<file path="src/rtl/pwm_multi_channel_if.sv">
`default_nettype none
// +------------------------------------------------------------------+
// | pwm_multi_channel_if: config and duty-write bus of the PWM block  |
// | rev 1.0                                                           |
// +------------------------------------------------------------------+
interface pwm_multi_channel_if #(
  parameter int NUM_CH = 16,
  parameter int CNT_W  = 8,
  parameter int DIV_W  = 8
);
  localparam int CH_W = (NUM_CH > 1) ? $clog2(NUM_CH) : 1;

  logic [NUM_CH-1:0] en_out;
  logic [NUM_CH-1:0] en_pwm;
  logic              duty_wr;
  logic [CH_W-1:0]   duty_wr_ch;
  logic [CNT_W-1:0]  duty_wdata;
  logic [CNT_W-1:0]  period;
  logic [DIV_W-1:0]  prescale;
  logic              center_mode;

  modport master (
    output en_out, en_pwm, duty_wr, duty_wr_ch, duty_wdata, period, prescale, center_mode
  );

  modport slave (
    input en_out, en_pwm, duty_wr, duty_wr_ch, duty_wdata, period, prescale, center_mode
  );
endinterface
`default_nettype wire

</file>
<file path="src/rtl/pwm_multi_channel.sv">
`default_nettype none
// +------------------------------------------------------------------+
// | pwm_multi_channel: NUM_CH double-buffered PWM channels sharing one |
// | prescaled edge/center-aligned counter.                 rev 1.0    |
// +------------------------------------------------------------------+
module pwm_multi_channel #(
  parameter int NUM_CH = 16,
  parameter int CNT_W  = 8,
  parameter int DIV_W  = 8
) (
  input  wire logic          clk,
  input  wire logic          rst_n,
  pwm_multi_channel_if.slave bus,
  output logic [NUM_CH-1:0]  out,
  output logic               period_tick
);
  localparam int CH_W = (NUM_CH > 1) ? $clog2(NUM_CH) : 1;

  typedef enum logic {
    DIR_UP   = 1'b0,
    DIR_DOWN = 1'b1
  } dir_t;

  logic [DIV_W-1:0]  pre_cnt;
  logic [CNT_W-1:0]  cnt;
  logic [CNT_W-1:0]  period_act;
  logic              mode_act;
  dir_t              dir;
  logic              tick;
  logic              boundary;
  logic              wr_ok;
  logic [CNT_W:0]    cnt_inc;
  logic [NUM_CH-1:0] out_nxt;

  assign tick    = (pre_cnt == bus.prescale);
  assign cnt_inc = {1'b0, cnt} + (CNT_W+1)'(1);
  assign wr_ok   = bus.duty_wr && (32'(bus.duty_wr_ch) < NUM_CH);

  always_comb begin
    boundary = 1'b0;
    if (tick) begin
      if (mode_act)
        boundary = ((dir == DIR_DOWN) && (cnt <= CNT_W'(1))) || (period_act == '0);
      else
        boundary = (cnt >= period_act);
    end
  end

  // The 9-bit increment keeps the center-mode turn-around free of overflow at all-ones.
  always_ff @(posedge clk) begin
    if (!rst_n) begin
      pre_cnt     <= '0;
      cnt         <= '0;
      dir         <= DIR_UP;
      period_act  <= bus.period;
      mode_act    <= bus.center_mode;
      period_tick <= 1'b0;
    end else begin
      period_tick <= boundary;
      pre_cnt     <= tick ? '0 : pre_cnt + DIV_W'(1);
      if (boundary) begin
        cnt        <= '0;
        dir        <= DIR_UP;
        period_act <= bus.period;
        mode_act   <= bus.center_mode;
      end else if (tick) begin
        if (!mode_act) begin
          cnt <= cnt_inc[CNT_W-1:0];
        end else if (dir == DIR_UP) begin
          if (cnt_inc >= {1'b0, period_act}) begin
            cnt <= period_act;
            dir <= DIR_DOWN;
          end else begin
            cnt <= cnt_inc[CNT_W-1:0];
          end
        end else begin
          cnt <= cnt - CNT_W'(1);
        end
      end
    end
  end

  for (genvar i = 0; i < NUM_CH; i++) begin : g_ch
    logic [CNT_W-1:0] shadow;
    logic [CNT_W-1:0] active;
    logic             wr_hit;

    assign wr_hit     = wr_ok && (32'(bus.duty_wr_ch) == i);
    assign out_nxt[i] = bus.en_out[i] & (~bus.en_pwm[i] | (cnt < active));

    // A write landing on the boundary goes straight into the active copy.
    always_ff @(posedge clk) begin
      if (!rst_n) begin
        shadow <= '0;
        active <= '0;
      end else begin
        if (wr_hit)
          shadow <= bus.duty_wdata;
        if (boundary)
          active <= wr_hit ? bus.duty_wdata : shadow;
      end
    end
  end

  always_ff @(posedge clk) begin
    if (!rst_n)
      out <= '0;
    else
      out <= out_nxt;
  end
endmodule
`default_nettype wire

</file>
<file path="src/flat_wrapper.sv">
// flat-port wrapper written by rule: the top's interface ports become plain ports
module pwm_multi_channel_flat 
#(
  parameter int NUM_CH = 16,
  parameter int CNT_W  = 8,
  parameter int DIV_W  = 8
)
  (clk, rst_n, out, period_tick, bus_en_out, bus_en_pwm, bus_duty_wr, bus_duty_wr_ch, bus_duty_wdata, bus_period, bus_prescale, bus_center_mode);
  pwm_multi_channel_if #(.NUM_CH(NUM_CH), .CNT_W(CNT_W), .DIV_W(DIV_W)) bus_i ();
  input  wire logic clk;
  input  wire logic rst_n;
  output logic [NUM_CH-1:0] out;
  output logic period_tick;
  input wire logic [$bits(bus_i.en_out)-1:0] bus_en_out;
  input wire logic [$bits(bus_i.en_pwm)-1:0] bus_en_pwm;
  input wire logic [$bits(bus_i.duty_wr)-1:0] bus_duty_wr;
  input wire logic [$bits(bus_i.duty_wr_ch)-1:0] bus_duty_wr_ch;
  input wire logic [$bits(bus_i.duty_wdata)-1:0] bus_duty_wdata;
  input wire logic [$bits(bus_i.period)-1:0] bus_period;
  input wire logic [$bits(bus_i.prescale)-1:0] bus_prescale;
  input wire logic [$bits(bus_i.center_mode)-1:0] bus_center_mode;
  assign bus_i.en_out = bus_en_out;
  assign bus_i.en_pwm = bus_en_pwm;
  assign bus_i.duty_wr = bus_duty_wr;
  assign bus_i.duty_wr_ch = bus_duty_wr_ch;
  assign bus_i.duty_wdata = bus_duty_wdata;
  assign bus_i.period = bus_period;
  assign bus_i.prescale = bus_prescale;
  assign bus_i.center_mode = bus_center_mode;
  pwm_multi_channel #(.NUM_CH(NUM_CH), .CNT_W(CNT_W), .DIV_W(DIV_W)) u_core (.clk(clk), .rst_n(rst_n), .bus(bus_i), .out(out), .period_tick(period_tick));
endmodule
</file>
<file path="config.mk">
export PLATFORM = sky130hd
export DESIGN_NAME = pwm_multi_channel_flat
export DESIGN_NICKNAME = d
export VERILOG_FILES = /design/src/rtl/pwm_multi_channel_if.sv /design/src/rtl/pwm_multi_channel.sv /design/src/flat_wrapper.sv
export SDC_FILE = /design/constraint.sdc
export NUM_CORES = 1
export LEC_CHECK = 0
export CAP_MARGIN = 20
export CORE_MARGIN = 3
export CORE_UTILIZATION = 24
export DETAILED_ROUTE_END_ITERATION = 8
export PLACE_DENSITY = 0.43
export SLEW_MARGIN = 15
export SYNTH_ARGS = -nofsm -noshare
export SYNTH_HDL_FRONTEND = slang
export SYNTH_SLANG_ARGS = --single-unit
</file>
<file path="constraint.sdc">
create_clock -name clk -period 4.8 [get_ports clk]
set_input_delay 0.96 -clock clk [delete_from_list [all_inputs] [get_ports clk]]
set_output_delay 0.96 -clock clk [all_outputs]
set_load 0.01 [all_outputs]
</file>
==> metrics.md <==
| Metric | Value |
|---|---|
| Die Span X | 252 microns |
| Commonest register cell after synthesis | sky130_fd_sc_hd__dfxtp_1 |
| Post-route setup TNS | 0 ns |
| Number of distinct library cell variants in the gate-level netlist after synthesis | 50 |
| Sinks on the clock net | 299 |
| Hold Fails Final Rpt | 0 |
| Required time at the worst-slack endpoint | 5.22 ns |
| Area growth, synth to finish | 19.2% |
| Xor/xnor cell area share of the yosys netlist | 0.0144 |
| Crit path kind | reg -> reg |
| Path type of the worst min-delay path | reg -> reg |
| Crit path max fanout | 14 |
| Worst Setup Slack, final | 1.15 ns |
| Combinational family with the most area after synthesis | compound AO/OA/AOI/OAI gates |
| Worst Tran Pin Value | 1.02 ns |
| Share of synthesized area spent on multiplexers | 0.0895 |
| Clk_lat worst skew | 0.54 ns |
| Number of standard-cell rows in the floorplan | 89 |
| Top cell family by delay on the critical path | simple AND/OR/NAND/NOR gates |
| Period utilization | 0.761 |
| Worst path bufs/invs | 0 |
| Clock Pin Slew Worst Setup and Hold Paths | 0.06 ns |
| Number of detailed-route iterations in the first pass | 4 |
| First-pass GRT wire length | 58.6 mm |
| Number of max-slew violations in the final report | 0 |
| Count of hold-fix buffers inserted at cts | 0 |
| Place WS | 1.02 ns |
| Number of antenna violations at the first check in global routing | 2 |
| Final #Nets | 1780 |
| Power per standard cell area | 320 mW/mm^2 |
| Count of buffers added by post-CTS timing repair for setup | 0 |
| Clock tree from TritonCTS | built |
| Number of enable flip-flop cells after synthesis | 9 |
| Antenna diode count | 0 |
| Number of global-route vias before repair | 10324 |
| Leading cell types by total area after synthesis | sky130_fd_sc_hd__dfxtp_1 (40%), sky130_fd_sc_hd__ha_1 (11%), sky130_fd_sc_hd__mux2i_1 (8.8%), sky130_fd_sc_hd__o211a_1 (8.8%), sky130_fd_sc_hd__nor2b_1 (5.6%) |
| Synth top area share | 0.399 |
| Remaining antenna violation count after routing | 0 |
| Combinational Power Share | 0.050 |
| Remaining Overflow, GRT | 0 |
| Yosys top cell by area | sky130_fd_sc_hd__dfxtp_1 |
| Max-capacitance violation count | 0 |
| Total of flip-flops plus latches after synthesis | 299 |
| Effective utilization at floorplan | 0.244 |
| Avg Synthesized Cell Area | 9.52 sq um |
| DPL Wire Length | 23.1 mm |
| Clock root buffer master | sky130_fd_sc_hd__clkbuf_16 |
| Critical Path Most Common Cell | sky130_fd_sc_hd__or3_1 |
| Routed vias/inst | 4.46 |
| Cells after Synth | 1530 |
| Routed vias | 10628 |
| RSZ-0062 raised after global routing | false |
| Highest clock rate | 0.274 GHz |
| Top Ports | 81 |
| Post-synthesis adder-cell area fraction | 0.113 |
| Part of the power in the clock network | 0.492 |
| Netlist Area Pre-Place | 0.0146 sq mm |
| Critical path, cell by cell | and4_1, nand2_1, xnor2_1, ha_1, and3_1, nor2b_1, or3_1, or3_1, a21oi_1, o22ai_1 |
| Static power due to leakage | 7.85 nW |
| Slowest cell delay on critical path | 0.87 ns |
| Switching share of power | 0.229 |
| Height of the chip | 252 microns |
| Outcome | finished clean |
| Inserted Clock Buffers | 38 |
| Number of endpoints failing setup at the final stage | 0 |
| Filler instances | 6260 |
| CORE AREA | 0.0596 sq mm |
| Drt first-iter violations | 509 |
| Total GRT Usage | 0.118 |
| Remaining design rule violation count | 0 |
| Simple-gate share of the synthesized area | 0.142 |
| Crit path time final | 3.65 ns |
| Warnings, synthesis | 0 |
| Final estimated routing congestion in global placement | 0.774 |
| Maximum vdd ir drop | 164 uV |
| Mapped Nets | 1726 |
| Routed wire length per instance | 15.6 microns |
| Proportion of layout cells with a drive suffix above 1 | 0.0503 |
| Area of the die | 0.0637 sq mm |
| Async S/R FF share, synth | 0 |
| Internal | 4.29 mW |
| Final Routed Wirelength | 37.2 mm |
| Synth Area in Compound Gates | 0.167 |
| IO Port Bufs | 80 |
| Headroom to the max-slew limit | 0.319 |
| Kind of end point of the critical path | flip-flop |
| # H-tree levels | 2 |
| Endpoint arrival time on the critical path | 4.07 ns |
| Post-Route Skew | 0.00739 ns |
| Pin count of the biggest net entering global routing | 119 |
| Slowest CP cell | sky130_fd_sc_hd__dfxtp_1 |
| Register area share after synthesis | 0.417 |
| Proportion of power drawn by flip-flops and latches | 0.458 |
| Resized cells post-CTS | 0 |
| Total net switching power | 1.27 mW |
| Maximum root-to-sink buffer count | 3 |
| Startpoint types | flip-flop |
state kept, by name, summed over array words and instances (netlist names):
signal,count
u_core.period_act,8
u_core.pre_cnt,8
u_core.mode_act,1
u_core.dir,1
u_core.g_ch.shadow,128
u_core.out,16
u_core.g_ch.active,128
u_core.period_tick,1
u_core.cnt,8
power groups by stage:
stage	logic [mW]	clock network, mW	registers (mW)
after floorplan	0.150	0	2.59
after global placement	0.279	0	2.60
after detailed placement	0.281	0	2.60
after CTS	0.283	2.87	2.54
after global routing	0.305	2.96	2.55
final	0.275	2.73	2.55
routing by layer:
| layer | up-vias | global-route usage | share of wire |
|---|---|---|---|
| met4 | 4 | 0.0381 | 0.021 |
| met3 | 53 | 0.0207 | 0.034 |
| met1 | 5014 | 0.161 | 0.51 |
| met2 | 141 | 0.188 | 0.44 |
| met5 | - | 0 | 0.00056 |
| li1 | 5416 | - | - |
synth_stat cells (6+ instances only):
library cell / number
sky130_fd_sc_hd__a21boi_0: 16
sky130_fd_sc_hd__a21oi_1: 28
sky130_fd_sc_hd__a31oi_1: 19
sky130_fd_sc_hd__and3_1: 6
sky130_fd_sc_hd__buf_2: 25
sky130_fd_sc_hd__clkbuf_1: 62
sky130_fd_sc_hd__dfxtp_1: 290
sky130_fd_sc_hd__edfxtp_1: 9
sky130_fd_sc_hd__ha_1: 132
sky130_fd_sc_hd__inv_1: 123
sky130_fd_sc_hd__mux2i_1: 128
sky130_fd_sc_hd__nand2_1: 149
sky130_fd_sc_hd__nand3_1: 29
sky130_fd_sc_hd__nor2_1: 77
sky130_fd_sc_hd__nor2b_1: 131
sky130_fd_sc_hd__o211a_1: 128
sky130_fd_sc_hd__o211ai_1: 6
sky130_fd_sc_hd__o21a_1: 17
sky130_fd_sc_hd__o21ai_0: 53
sky130_fd_sc_hd__o31ai_1: 18
sky130_fd_sc_hd__or3_1: 9
sky130_fd_sc_hd__xnor2_1: 15
sky130_fd_sc_hd__xor2_1: 9
kinds of logic (layout without fill, tap and decap cells):
group / after synthesis / in the layout
simple gates: 426 / 426
compound gates: 308 / 308
flops: 299 / 299
buf+inv: 211 / 290
fa+ha+maj: 132 / 132
mux: 130 / 130
xor+xnor: 24 / 24
placed cells by master (no fill, tap or decap), drive strengths merged, types with 4 or more instances in the layout:
cell type	n
o22ai	5
a31oi	19
o211ai	6
a21oi	28
nand2b	4
nand3	29
nor3	5
nor2b	131
ha	132
o211a	128
a21boi	16
buf	23
and3	6
xor2	9
nand4	4
nor2	77
mux2i	128
nand2	149
inv	125
clkdlybuf4s50	78
xnor2	15
o31ai	18
dfxtp	290
o21ai	54
clkbuf	61
edfxtp	9
or3	9
o21a	17
final timing paths:
| check | start | cells after the start | end | slack [ns] |
|---|---|---|---|---|
| hold / removal | u_core.cnt[7] | 2 | u_core.cnt[7] | 0.49 |
| setup / recovery | u_core.cnt[4] | 10 | u_core.cnt[3] | 1.15 |
| setup reg to reg | u_core.cnt[4] | 10 | u_core.cnt[3] | 1.15 |
| hold reg to reg | u_core.cnt[7] | 2 | u_core.cnt[7] | 0.49 |
metrics by stage:
step	instances	util	area (sq um)	power, mW	hold WS (ns)
floorplan	1530	-	14600	2.74	0.460
global placement	2316	0.272	16200	2.88	0.477
detailed placement	2316	0.272	16200	2.88	0.477
CTS	2381	0.291	17400	5.69	0.488
global route	2382	0.291	17400	5.81	0.502
finish	2382	0.291	17400	5.56	0.488
area by class of cell:
class                      instances  area, sq um  area share
timing repair buffer             102         1010      0.0584
sequential                       299         6080       0.350
tap                              773          967      0.0557
multi-input combinational       1020         7660       0.441
inverter                         123          462      0.0266
clock buffer                      60         1140      0.0659
clock inverter                     5         36.3     0.00209
worst register-to-register path: stages (launching register included):
cell and delay [ns]:
sky130_fd_sc_hd__dfxtp_1 0.87, sky130_fd_sc_hd__and4_1 0.38, sky130_fd_sc_hd__nand2_1 0.08, sky130_fd_sc_hd__xnor2_1 0.32, sky130_fd_sc_hd__ha_1 0.31, sky130_fd_sc_hd__and3_1 0.19
sky130_fd_sc_hd__nor2b_1 0.14, sky130_fd_sc_hd__or3_1 0.46, sky130_fd_sc_hd__or3_1 0.38, sky130_fd_sc_hd__a21oi_1 0.26, sky130_fd_sc_hd__o22ai_1 0.13
Note: power is estimated with default switching activity, not from simulation.
==> edit 1: new RTL, config.mk and constraints unchanged <==
`CNT_W` is set to 8 in 3 places; all go to 6.
--- a/src/rtl/pwm_multi_channel_if.sv
+++ b/src/rtl/pwm_multi_channel_if.sv
@@ -5,7 +5,7 @@
 // +------------------------------------------------------------------+
 interface pwm_multi_channel_if #(
   parameter int NUM_CH = 16,
-  parameter int CNT_W  = 8,
+  parameter int CNT_W  = 6,
   parameter int DIV_W  = 8
 );
   localparam int CH_W = (NUM_CH > 1) ? $clog2(NUM_CH) : 1;
--- a/src/rtl/pwm_multi_channel.sv
+++ b/src/rtl/pwm_multi_channel.sv
@@ -5,7 +5,7 @@
 // +------------------------------------------------------------------+
 module pwm_multi_channel #(
   parameter int NUM_CH = 16,
-  parameter int CNT_W  = 8,
+  parameter int CNT_W  = 6,
   parameter int DIV_W  = 8
 ) (
   input  wire logic          clk,
--- a/src/flat_wrapper.sv
+++ b/src/flat_wrapper.sv
@@ -2,7 +2,7 @@
 module pwm_multi_channel_flat 
 #(
   parameter int NUM_CH = 16,
-  parameter int CNT_W  = 8,
+  parameter int CNT_W  = 6,
   parameter int DIV_W  = 8
 )
   (clk, rst_n, out, period_tick, bus_en_out, bus_en_pwm, bus_duty_wr, bus_duty_wr_ch, bus_duty_wdata, bus_period, bus_prescale, bus_center_mode);
Ports: changed (resized bus_duty_wdata and bus_period); port bits go from 81 to 77. The function was not compared with the original's and may differ.
==> edit 1 against the unedited design <==
  * Sequential cell count is 68 lower
  * Area after synthesis is 28% lower
  * Via count is 31% lower
  * Non-clock buffer count shrank 11
  * Synthesized cell count shrank 32%
  * Fmax increased by 3.2%
  * Design area decreased by 27%
  * Worst setup slack better by 0.11 ns
  * Routed wire length is 27% lower
  * Total power decreased by 21%
  * Utilization rose by 0.83 points
==> edit 1: results (changes against the unedited design) <==
Pwr
The total sequential power is 1.97 mW (-23%). The peak supply drop is 247.0 uV (+51%). The static leakage was 4.655 nW (-41%).

The switching power share of the total came to 23.15% (+0.29 points).

Logic synthesis
The synthesized net count is 1,204 (-30%). By count the netlist is led by dfxtp_1 (224), mux2i_1 (97), nor2b_1 (97). The mean instance size in the synthesized netlist was 9.971 um^2 (+4.8%). By area the synthesized netlist is led by dfxtp_1 (43%), ha_1 (11%), mux2i_1 (9.3%), nor2b_1 (5.8%), o22ai_1 (3.7%).

The distinct cell type count of the synthesized netlist came to 47 (-6.0%). The sequential share of the synthesized area is 44.92% (+3.2 points). The area share of the leading cell type in the synthesized netlist came to 42.91% (+3.0 points). The number of enable-type register cells in the synthesized netlist is 7 (-2).

Placement
The half-perimeter wire length after detailed placement is 16.85 mm (-27%). The quantity of I/O buffers inserted on ports is 76 (-5.0%). The final weighted congestion in routability-driven placement is 0.7617 (-1.5%). The number of placed instances, taps included is 1,663 (-28%).

Setup path
The highest fanout seen on the critical path is 68 (+54). The worst reg-to-reg setup slack is 1.26 ns (+0.11 ns). Tracing the worst setup path back leads to its startpoint at u_core.cnt[0].

The delay of the slowest critical-path stage is 0.80 ns (-0.07 ns). In this run the worst setup path terminates at u_core.g_ch[14].active[5].

Routing
The met2 wirelength from detailed routing is 12.51 mm (-23%). The DRC marker count from the first detailed-route iteration came to 292 (-43%). The average detailed-routed wire length per instance came to 15.82 um (+1.4%). The met3 routed wirelength is 799 um (-37%). The total length of routed wires is 27.09 mm (-27%). The post-detailed-route via-to-cell ratio is 4.289 (-3.9%). Routed signal wires occupy layers up through met4.

Cells and area
The fraction of final layout cells sized beyond drive strength 1 is 7.401% (+2.4 points). The largest registers in the layout are u_core.g_ch.active: 96 flops, u_core.g_ch.shadow: 96 flops, u_core.out: 16 flops. The number of fill cells is 4,406 (-30%).

The post-layout net count is 1,273 (-28%).

GRT
The first-pass GRT wire length is 43.15 mm (-26%). The number of global-route vias before repair is 7,464 (-28%). The pin count of the biggest net entering global routing is 69 (-42%).

The overall routing resource usage is 11.61% (-0.14 points).

Clock tree
The level count of the clock H-tree is 1 (-1). The number of buffers inserted during clock tree synthesis was 28 (-26%). The latest clock arrival within the worst-skew pair came to 0.56 ns (+0.02 ns).

Hold path
The worst hold path terminates at u_core.g_ch[0].active[0]. The hold-critical path depth is 1 (-1). The startpoint of the most critical hold path is u_core.g_ch[0].active[0].

Timing
The largest clock skew in the final design is 0.02142 ns (+0.01403 ns). The relative slew slack is 32.80% (+0.88 points).

Status
The flow ran to the end, and the final reports show no timing, DRC or antenna violations.
## edit 1: cell count changes after synthesis, sizes merged, moves of 16 or more
| cell | change |
|---|---|
| o22ai | +76 |
| o21ai | -28 |
| inv | -29 |
| nor2 | -21 |
| clkbuf | -29 |
| o211a | -128 |
| nand2 | -119 |
| nor2b | -33 |
| o2bb2ai | +16 |
| dfxtp | -66 |
| o31ai | -18 |
| mux2i | -31 |
| ha | -36 |
## edit 1: per-layer routing
layer  track usage, %  vias to the layer above
met4            3.016                        0
li1                 -                     3791
met5                0                        -
met3            1.587                       33
met1            15.67                     3435
met2            19.52                       83
## edit 1: cell families after synthesis
family	count (synthesis)	share of synthesized area, %
DFF	231	44.92
xor gates and xnor gates	20	1.676
buffers and inverters	146	5.723
muxes	97	9.291
and+or+nand+nor	245	12.34
adders and majority gates	96	11.49
AOI/OAI and AO/OA	213	14.55
## edit 1: final cells by class
type | instances | area, um^2 | share of cell area, %
multi-input cells | 671 | 5162 | 40.51
clock inverters | 9 | 110.1 | 0.8639
well taps | 577 | 721.9 | 5.665
flip-flops and latches | 231 | 4695 | 36.83
clock buffers | 39 | 802.0 | 6.293
inverters | 94 | 355.3 | 2.788
repair buffers | 91 | 898.4 | 7.049
## edit 1: per-stage QoR
step	setup slack (ns)	hold WS (ns)	area [um^2]	total power, mW
after CTS	1.225	0.4619	12730	4.460
after detailed placement	1.057	0.4417	11820	2.314
after floorplan	1.967	0.4269	10450	2.170
after global placement	1.091	0.4456	11800	2.313
after global routing	1.023	0.4724	12740	4.566
final	1.261	0.4608	12740	4.368
## edit 1: critical path: cells and delay by family (launching register included)
family / cells / cell delay (ns)
buf+inv: 3 / 1.31
compound gates: 4 / 0.90
simple gates: 2 / 0.22
flops: 1 / 0.60
fa+ha+maj: 1 / 0.30
==> edit 2: new RTL, same flow settings <==
Without the edit above. Remove the register `out`: a continuous assignment takes its place, so the output `out` follows one clock earlier.
--- a/src/rtl/pwm_multi_channel.sv
+++ b/src/rtl/pwm_multi_channel.sv
@@ -102,12 +102,7 @@
     end
   end
 
-  always_ff @(posedge clk) begin
-    if (!rst_n)
-      out <= '0;
-    else
-      out <= out_nxt;
-  end
+  assign out = out_nxt;
 endmodule
 `default_nettype wire
 
Behaviour: not the same (a bounded check fails within 4 cycles, from zero or initial values and one cycle with rst_n low).
==> edit 2 against the unedited design <==
  * Worst setup slack worse by 0.60 ns
  * First-iteration DRC count is 24% higher
  * Area after synthesis is 5.9% lower
  * Total power is 5.7% lower
  * Sequential cell count is 16 lower
  * Routed wire length is 1.6% lower
  * Design area is 4.8% lower
  * Global-route usage is 0.54 points higher
  * Combinational power is 2% lower
  * Fmax is 14% lower
  * Sequential share of layout area is 0.16 points lower
  * Sequential power is 6% lower
  * Critical path type is now flop to output pin
  * Largest cell class unchanged
  * Largest power group unchanged
==> edit 2: results (changes against the unedited design) <==
Status
The run finished with clean final reports.

Placement
The half-perimeter wire length after detailed placement is 23.64 mm (+2.4%). The minimum setup slack after placement is 0.8844 ns (-0.1326 ns). The final weighted congestion in routability-driven placement is 0.8183 (+5.8%). The quantity of I/O buffers inserted on ports is 80 (unchanged).

Timing
The slack of the critical path was 0.5497 ns (-0.5984 ns). The slew at the pin with the worst max-slew slack was 1.071 ns (+0.05317 ns). The largest clock skew in the final design came to 0.01135 ns (+0.003961 ns). The worst hold slack after final layout came to 0.4488 ns (-0.03913 ns).

Pwr
The switching power share of the total is 22.47% (-0.39 points). The static leakage was 6.417 nW (-18%). The peak supply drop is 171.2 uV (+4.4%).

Logic synthesis
Sorting the synthesized cells by how often they occur yields dfxtp_1 (274), nand2_1 (189), nor2_1 (170). The sequential share of the synthesized area is 42.01% (+0.29 points). The number of warnings printed during yosys synthesis is 0 (unchanged).

The area share of the leading cell type in the synthesized netlist is 40.04% (+0.18 points). The distinct cell type count of the synthesized netlist is 50 (unchanged). Ranked by total cell area, the synthesized netlist is headed by dfxtp_1 (40%), ha_1 (12%), mux2i_1 (9.4%), o31ai_1 (6.2%), nand2_1 (5.2%). The synthesized net count is 1,738 (+0.70%).

Clock tree
The latest clock arrival within the worst-skew pair is 0.52 ns (-0.02 ns). The number of buffers on the longest clock path is 3 (unchanged). The level count of the clock H-tree is 2 (unchanged).

The number of buffers inserted during clock tree synthesis is 35 (-7.9%). The clock-pin slew of the registers on the worst-case setup and hold paths is 0.06 ns (about the same).

Cells and area
The post-layout net count is 1,801 (+1.2%). In the final layout, the registers with the most flip-flops are u_core.g_ch.active: 128 flops, u_core.g_ch.shadow: 128 flops. The number of fill cells is 5,937 (-5.2%).

The fraction of final layout cells sized beyond drive strength 1 is 5.037% (about the same).

Setup path
The critical path arrival is 3.29 ns (-0.78 ns). The worst reg-to-reg setup slack is 1.03 ns (-0.12 ns). The highest fanout seen on the critical path is 20 (+6).

GRT
The number of antenna violations at the first check in global routing is 0 (-2). The number of global-route vias before repair came to 10,350 (+0.21%). The overall routing resource usage is 12.29% (+0.54 points). The pin count of the biggest net entering global routing is 113 (-5.0%). The first-pass GRT wire length is 58.68 mm (+0.21%).

Job
The max-cap violation count is 0 (unchanged).

Routing
The post-detailed-route via-to-cell ratio came to 4.410 (-1.2%). The number of detailed-routing iterations run before antenna repair is 5 (+1). The total length of routed wires came to 36.59 mm (-1.6%). The DRC marker count from the first detailed-route iteration is 632 (+24%).
==> edit 2: power groups by stage <==
stage / sequential (mW) / combinational, mW / clock (mW)
6_report: 2.40 / 0.270 / 2.57
5_1_grt: 2.40 / 0.299 / 2.76
2_1_floorplan: 2.44 / 0.134 / 0
3_5_place_dp: 2.45 / 0.273 / 0
4_1_cts: 2.40 / 0.275 / 2.66
3_3_place_gp: 2.45 / 0.266 / 0
==> edit 2: through the flow <==
stage / instance area (um^2) / std cells
after floorplan: 13700 / 1542
after CTS: 16500 / 2374
final: 16520 / 2376
after detailed placement: 15400 / 2314
after global placement: 15330 / 2310
after global routing: 16520 / 2376
==> edit 2: layout make-up <==
| type | count | area [um^2] | area share (%) |
|---|---|---|---|
| multi-input cells | 1050 | 7129 | 43.15 |
| flip-flops and latches | 283 | 5756 | 34.83 |
| repair buffers | 108 | 1120 | 6.777 |
| clock buffers | 54 | 1017 | 6.156 |
| well taps | 748 | 935.9 | 5.664 |
| inverters | 127 | 481.7 | 2.915 |
| clock inverters | 6 | 83.83 | 0.5073 |
==> edit 2: path summary, 6_finish.rpt <==
| kind | start | end | cells past startpoint |
|---|---|---|---|
| worst max-delay path | u_core.cnt[3] | out[12] | 6 |
| worst min register to register | u_core.g_ch[10].active[0] | u_core.g_ch[10].active[0] | 2 |
| worst max register to register | u_core.cnt[3] | u_core.cnt[0] | 11 |
| worst min-delay path | u_core.g_ch[10].active[0] | u_core.g_ch[10].active[0] | 2 |
==> edit 2: logic make-up after synthesis <==
logic type	count (synthesis)	synth area share, %
adders and majority gates	132	12.06
buffers and inverters	209	5.946
AOI/OAI and AO/OA	290	14.10
DFF	283	42.01
and+or+nand+nor	475	14.92
muxes	129	9.426
xor gates and xnor gates	24	1.534
==> edit 2: layer usage <==
metal  GRT usage, %  wire, um  vias up
li1               -         -     5430
met1          16.89     18270     4863
met2          19.90     16310      135
met3          2.523      1424       51
met4          2.675       592        0
met5              0         0        -
==> edit 2: critical path: stages (launching register included) <==
cell and delay [ns]:
dfxtp_1 1.00, buf_4 0.37, ha_1 0.27, a21oi_1 0.18
o21ai_0 0.15, o21ai_0 0.22, clkdlybuf4s50_1 0.58
